### config.mk
export PLATFORM = sky130hd
export DESIGN_NAME = pc_fetch_ctrl
export DESIGN_NICKNAME = d
export VERILOG_FILES = /design/src/rtl/pc_fetch_ctrl.sv
export SDC_FILE = /design/constraint.sdc
export NUM_CORES = 1
export LEC_CHECK = 0
export CAP_MARGIN = 10
export CORE_MARGIN = 3
export CORE_UTILIZATION = 37
export DETAILED_ROUTE_END_ITERATION = 16
export GPL_TIMING_DRIVEN = 0
export SYNTH_ARGS = -nofsm -noshare
export SYNTH_HDL_FRONTEND = slang
export SYNTH_SLANG_ARGS = --single-unit
export TNS_END_PERCENT = 100
### constraint.sdc
create_clock -name i_clk -period 6.15 [get_ports i_clk]
set_input_delay 1.23 -clock i_clk [delete_from_list [all_inputs] [get_ports i_clk]]
set_output_delay 1.23 -clock i_clk [all_outputs]
set_load 0.02 [all_outputs]
### src/rtl/pc_fetch_ctrl.sv
// PC owner and branch-resolution controller: fetch handshake, next-PC select, branch statistics.
// Optional macro PC_MISALIGN_EN: trap on misaligned targets instead of forcing word alignment.
module pc_fetch_ctrl #(
    parameter logic [31:0] RESET_PC = 32'h0000_0000,
    parameter int          CNT_W    = 32
) (
    input  logic             i_clk,
    input  logic             i_rst_n,
    output logic [31:0]      o_pc,
    output logic [31:0]      o_pc_four,
    output logic             o_imem_req,
    input  logic             i_imem_ack,
    input  logic             i_is_branch,
    input  logic             i_is_jal,
    input  logic             i_is_jalr,
    input  logic [2:0]       i_funct3,
    input  logic [31:0]      i_imm,
    input  logic [31:0]      i_rs1_data,
    output logic             o_br_un,
    input  logic             i_br_less,
    input  logic             i_br_equal,
    input  logic             i_hold,
    output logic             o_commit,
    output logic             o_taken,
    output logic [CNT_W-1:0] o_br_cnt,
    output logic [CNT_W-1:0] o_taken_cnt,
    output logic             o_misalign
);

    // state | meaning
    // IDLE  | one cycle after reset before the first fetch
    // FETCH | o_imem_req high, waiting for i_imem_ack
    // EXEC  | decode/comparator inputs valid; commit unless i_hold
    // TRAP  | misaligned target seen, parked until reset (PC_MISALIGN_EN only)
    typedef enum logic [1:0] {
        IDLE  = 2'd0,
        FETCH = 2'd1,
        EXEC  = 2'd2
`ifdef PC_MISALIGN_EN
        ,TRAP = 2'd3
`endif
    } state_t;

    localparam logic [CNT_W-1:0] CNT_ONE = {{(CNT_W-1){1'b0}}, 1'b1};

    state_t            state_q, state_d;
    logic [31:0]       pc_q;
    logic [CNT_W-1:0]  br_cnt_q, taken_cnt_q;
    logic              br_cond, br_taken, redirect, pc_load;
    logic [31:0]       target, next_pc;

    assign br_taken = i_is_branch & br_cond;
    assign redirect = i_is_jal | i_is_jalr | br_taken;

    always_comb begin
        br_cond = 1'b0;
        case (i_funct3)
            3'b000:         br_cond = i_br_equal;
            3'b001:         br_cond = ~i_br_equal;
            3'b100, 3'b110: br_cond = i_br_less;
            3'b101, 3'b111: br_cond = ~i_br_less;
            default:        br_cond = 1'b0;
        endcase
    end

    always_comb begin
        if (i_is_jalr)
            target = (i_rs1_data + i_imm) & ~32'h1;
        else if (i_is_jal || br_taken)
            target = pc_q + i_imm;
        else
            target = pc_q + 32'd4;
    end

`ifdef PC_MISALIGN_EN
    logic misalign_hit;
    assign misalign_hit = |target[1:0];
    assign next_pc      = target;
    assign o_misalign   = (state_q == TRAP);
`else
    assign next_pc    = target & ~32'h3;
    assign o_misalign = 1'b0;
`endif

    always_comb begin
        state_d    = state_q;
        o_imem_req = 1'b0;
        o_commit   = 1'b0;
        o_taken    = 1'b0;
        pc_load    = 1'b0;
        case (state_q)
            IDLE:  state_d = FETCH;
            FETCH: begin
                o_imem_req = 1'b1;
                if (i_imem_ack)
                    state_d = EXEC;
            end
            EXEC: begin
                if (!i_hold) begin
                    o_commit = 1'b1;
`ifdef PC_MISALIGN_EN
                    if (misalign_hit) begin
                        state_d = TRAP;
                    end else begin
                        o_taken = redirect;
                        pc_load = 1'b1;
                        state_d = FETCH;
                    end
`else
                    o_taken = redirect;
                    pc_load = 1'b1;
                    state_d = FETCH;
`endif
                end
            end
`ifdef PC_MISALIGN_EN
            TRAP:  state_d = TRAP;
`endif
            default: state_d = IDLE;
        endcase
    end

    always_ff @(posedge i_clk or negedge i_rst_n) begin
        if (!i_rst_n) begin
            state_q     <= IDLE;
            pc_q        <= RESET_PC;
            br_cnt_q    <= '0;
            taken_cnt_q <= '0;
        end else begin
            state_q <= state_d;
            if (pc_load) begin
                pc_q <= next_pc;
                // Statistics saturate so long runs never alias back to small counts.
                if (i_is_branch && br_cnt_q != '1)
                    br_cnt_q <= br_cnt_q + CNT_ONE;
                if (br_taken && taken_cnt_q != '1)
                    taken_cnt_q <= taken_cnt_q + CNT_ONE;
            end
        end
    end

    assign o_pc        = pc_q;
    assign o_pc_four   = pc_q + 32'd4;
    assign o_br_un     = ~i_funct3[1];
    assign o_br_cnt    = br_cnt_q;
    assign o_taken_cnt = taken_cnt_q;

endmodule
Word level (Yosys, flattened, before mapping):

Cells that the tools add are included.

* word-level logic and storage cells: 47
* bits in registers: 96

* equality and inequality tests: 11
* multiplexer cells: 11
* reductions and logical operators: 10
* $add $sub $neg: 5
* bitwise operators: 6

Operators by type and width (number)
* adder 32 x 1 -> 32 bit (second input constant): 2
* adder 32 bit: 2
* two-way mux 32 bit: 2
* inequality test 32 bit (second input constant): 2
* adder 32 x 3 -> 32 bit (second input constant): 1
* == test 3 bit (second input constant): 4
* one-hot mux 2 bit (3 select lines): 1
* AND reduction 2 bit: 3
* two-way mux 1 bit: 5
* two-way mux 2 bit: 2
* inequality test 2 bit (second input constant): 2
* one-hot mux 1 bit (4 select lines): 1
* OR reduction 2 bit: 2
* == test 3 x 1 -> 1 bit (second input constant): 1
* zero test 3 bit: 1
* inverter 1 bit: 3
* == test 2 x 1 -> 1 bit (second input constant): 1
* == test 2 bit (second input constant): 1
* logical AND 1 bit: 2
* zero test 2 bit: 1
* OR 1 bit: 2
* bitwise AND 1 bit: 1
* logical OR 1 bit: 1

Logic depth before layout (Yosys ltp):

* word-level depth: 7
* gate-level depth with buffers: 11
* depth with buffers taken out: 11

Least setup slack after synthesis:

Ideal clock, no wire load.

* path type: input -> output
* start: in i_funct3[0]
* end: out o_taken
* path buffers: 1
* path slack: 2.316 ns
* stages: 7
* arrival time: 2.604 ns
* required time: 4.920 ns
* path through: xor2_1 a22oi_1 nor2b_1 or2_2 clkbuf_1 nor2_1 nor2_1

* word-level cells in the longest chain between the ends: 7

RTL lines
* from (decl): line 16 `input logic [2:0] i_funct3,`
* == test 3 bit: line 57 `case (i_funct3)`
* OR reduction 2 bit: line 57
* one-hot mux 1 bit (4 select lines) (*): line 57
* bitwise AND 1 bit (*): line 52 `assign br_taken = i_is_branch & br_cond;`
* OR 1 bit (*): line 53 `assign redirect = i_is_jal | i_is_jalr | br_taken;`
* two-way mux 1 bit (*): line 99 `if (!i_hold) begin`
* two-way mux 1 bit (*): line 91 `case (state_q)`
* to (decl): line 24 `output logic o_taken,`

Mark *: on every way between the ends. The rest lies on a longest branch, timed or not.

Worst setup path after layout:

Ends and elaborated chain as after synthesis.

==> reports/metrics.cfg <==
[route]
final_antenna_net_count=0
firstDrtPassIters=5
routedWlPerCell_um=18.6
drc=0
drt-total-wl_um=27000
viasPerCell=5.59
vias=8082
drtIter0Drc=454

[global_routing]
grt_pass1_wl_um=42600
grtUsageTotal=0.225
grt_pass1_vias=7770
grt_max_degree=58
grt_use_met1=0.315
gr-total-overflow=0
use_met2=0.365
busiest_layer=met2
antenna_found_initial=0
met3_usage=0.0343

[timing]
tightest_slew_ns=1.02
worst_slack_ns=0.538
period_minus_slack_ns=5.61
setup_viol=0
slew_viol_final=0
grt_setup_unrepaired=false
relSlewSlack=0.318
hold_viol=0
fmax_mhz=178
fin_skew_ns=0.0131
finalCritPeriodShare=0.912
fin_setup_tns_ns=0

[critical_path]
path_cells=clkdlybuf4s50_1 > xor2_1 > a22oi_1 > nor2b_1 > or2_2 > clkbuf_1 > nor2_1 > nor2_1 > clkdlybuf4s50_1
reg2reg_slack_ns=2.85
r2r_start=o_pc[5]
crit_start=i_funct3[0]
end_kind=output port
crit_end=o_taken
critical_path.max_fanout=10
slowest_stage=nor2_1
reg2reg_to=o_pc[29]
cp_slowest_stage_delay_ns=0.86
critical_path_class=primary input to output port
cp_data_required_time_ns=4.92
critPathArrivalTime_ns=4.38
rr_worst_depth=10
cp-start-kind=primary input

[clock_network]
clk_transition_reported_paths_ns=0.07
h-tree-depth=3
cts_tree=built
cts_buffers=9
cts.sinks=96
hold_buffers=0
clk-insertion-delay-late_ns=0.36
cts_resized=0
cts.path.max_buffers=2
cts_setup_buffers=0
root_buffer=clkbuf_16

[synthesis]
synth_edf_count=0
synth_area_leaders=dfrtp_1 (30%), xnor2_1 (10%), ha_1 (9.7%)
ys.flop_type=dfrtp_1
synth_sequential_area_ratio=0.300
yosysMostFrequentCell=nand2_1
synth_seq_cells=96
synthTopCellsByCount=nand2_1 (101), dfrtp_1 (96), xnor2_1 (94), nor2_1 (84), a21oi_1 (70)
async_reset_ff_frac=1.00
synth_area_mm2=0.00800
synthCells=949
synth_top_family_by_area=simple AND/OR/NAND/NOR gates
synth_cell_types=71
syn_area_per_cell_um2=8.42
synth_compound_area_frac=0.187
synth_top_area_cell=dfrtp_1
synth_adder_area_share=0.0995
synth_top_area_frac=0.300
synth_mux_area_frac=0.00642
ys_warn_count=0
synth-simple-area-share=0.228
synthXorXnorAreaFrac=0.152

[final_layout]
stdcell_area_mm2=0.0107
drive_gt1_frac=0.0350
area_growth_pct=34.0
antenna_cells=0
layout.nets=1307
post-route-util=0.506

[die]
die-height_um=153
ios=209
rows=53
die_x_um=153
die_area_mm2=0.0234
coreArea_mm2=0.0212
start_util=0.378

[outcome]
status=complete, no violations

[power]
ir_worst_vdd_mv=0.149
swShare=0.454
power_switching_w=0.00172
p_leak_nw=4.50
p_per_area_mw_per_mm2=353
p_int_w=0.00207
p_clk_frac=0.158
share_seq_of_total_power=0.256
pwr-share-comb=0.585

[placed_design]
post-place-ws_ns=0.585
place_congestion=0.939
place.detailed.hpwl_um=20900
postPlaceCellArea_mm2=0.0104
portBuffers=203

[job]
maxCapViolations=0

[hold_path]
hp-class=register to register

==> how the worst min path moves through the flow <==
stage / slack (ns) / to / start / cells past startpoint
after floorplan: 0.46 / state_q[1] / state_q[0] / 1
after detailed placement: 0.48 / o_br_cnt[17] / o_br_cnt[17] / 1
final: 0.49 / o_br_cnt[17] / o_br_cnt[17] / 1
after CTS: 0.49 / o_br_cnt[17] / o_br_cnt[17] / 1
after global routing: 0.51 / o_br_cnt[17] / o_br_cnt[17] / 1
after global placement: 0.48 / o_br_cnt[27] / o_br_cnt[27] / 1
==> kinds of logic after synthesis <==
kind of cell             Yosys count
AND/OR/NAND/NOR                  368
AO/OA/AOI/OAI                    227
XOR/XNOR                         139
flip-flops                        96
adder cells (fa/ha/maj)           63
buffers and inverters             50
multiplexers                       5
other                              1
==> state kept, by name, indices dropped and copies added, names as in the netlist <==
name         count
state_q          2
o_taken_cnt     32
o_pc            30
o_br_cnt        32
==> layer usage <==
metal  up-vias  wire, um
li1       3890         -
met1      3876     12600
met2       285     12400
met3        31      1490
met4         0       465
met5         -         0
==> cells in the final DEF, fill, tap and decap left out, types with 14 or more instances in the layout <==
cell / synthesis / final
clkdlybuf4s50_1: 0 / 202
nand2_1: 101 / 101
dfrtp_1: 96 / 96
xnor2_1: 94 / 94
nor2_1: 84 / 84
a21oi_1: 70 / 70
ha_1: 62 / 62
o21ai_0: 49 / 49
nand3_1: 46 / 46
xor2_1: 45 / 45
nand4_1: 29 / 29
and3_1: 23 / 23
inv_1: 22 / 22
clkbuf_1: 20 / 20
and4_1: 14 / 14
nor3_1: 14 / 14
==> layout make-up <==
cell class | count | area [um^2]
fillers | 2017 | 10400
multi-input cells | 807 | 5400
flip-flops and latches | 96 | 2400
repair buffers | 204 | 2060
well taps | 275 | 344
clock buffers | 9 | 225
plain buffers | 28 | 125
inverters | 22 | 82.6
clock inverters | 6 | 73.8
==> power by group through the flow <==
stage	Clock, W	Sequential (W)	Combinational [W]
global route	0.000639	0.000995	0.00240
CTS	0.000611	0.000969	0.00220
global placement	0	0.000978	0.00218
floorplan	0	0.00105	0.00126
finish	0.000599	0.000970	0.00221
detailed placement	0	0.000979	0.00219
==> stage by stage <==
step | power (W) | std cells | hold slack [ns]
floorplan | 0.00231 | 953 | 0.457
global placement | 0.00316 | 1431 | 0.478
detailed placement | 0.00316 | 1432 | 0.483
CTS | 0.00378 | 1447 | 0.491
global route | 0.00404 | 1447 | 0.506
finish | 0.00378 | 1447 | 0.490
==> critical path: cells and delay by family <==
family | cells | cell delay [ns]
AO/OA/AOI/OAI | 1 | 0.25
AND/OR/NAND/NOR | 4 | 1.40
XOR/XNOR | 1 | 0.17
buffers and inverters | 3 | 1.33
(Power assumes the default switching activity.)
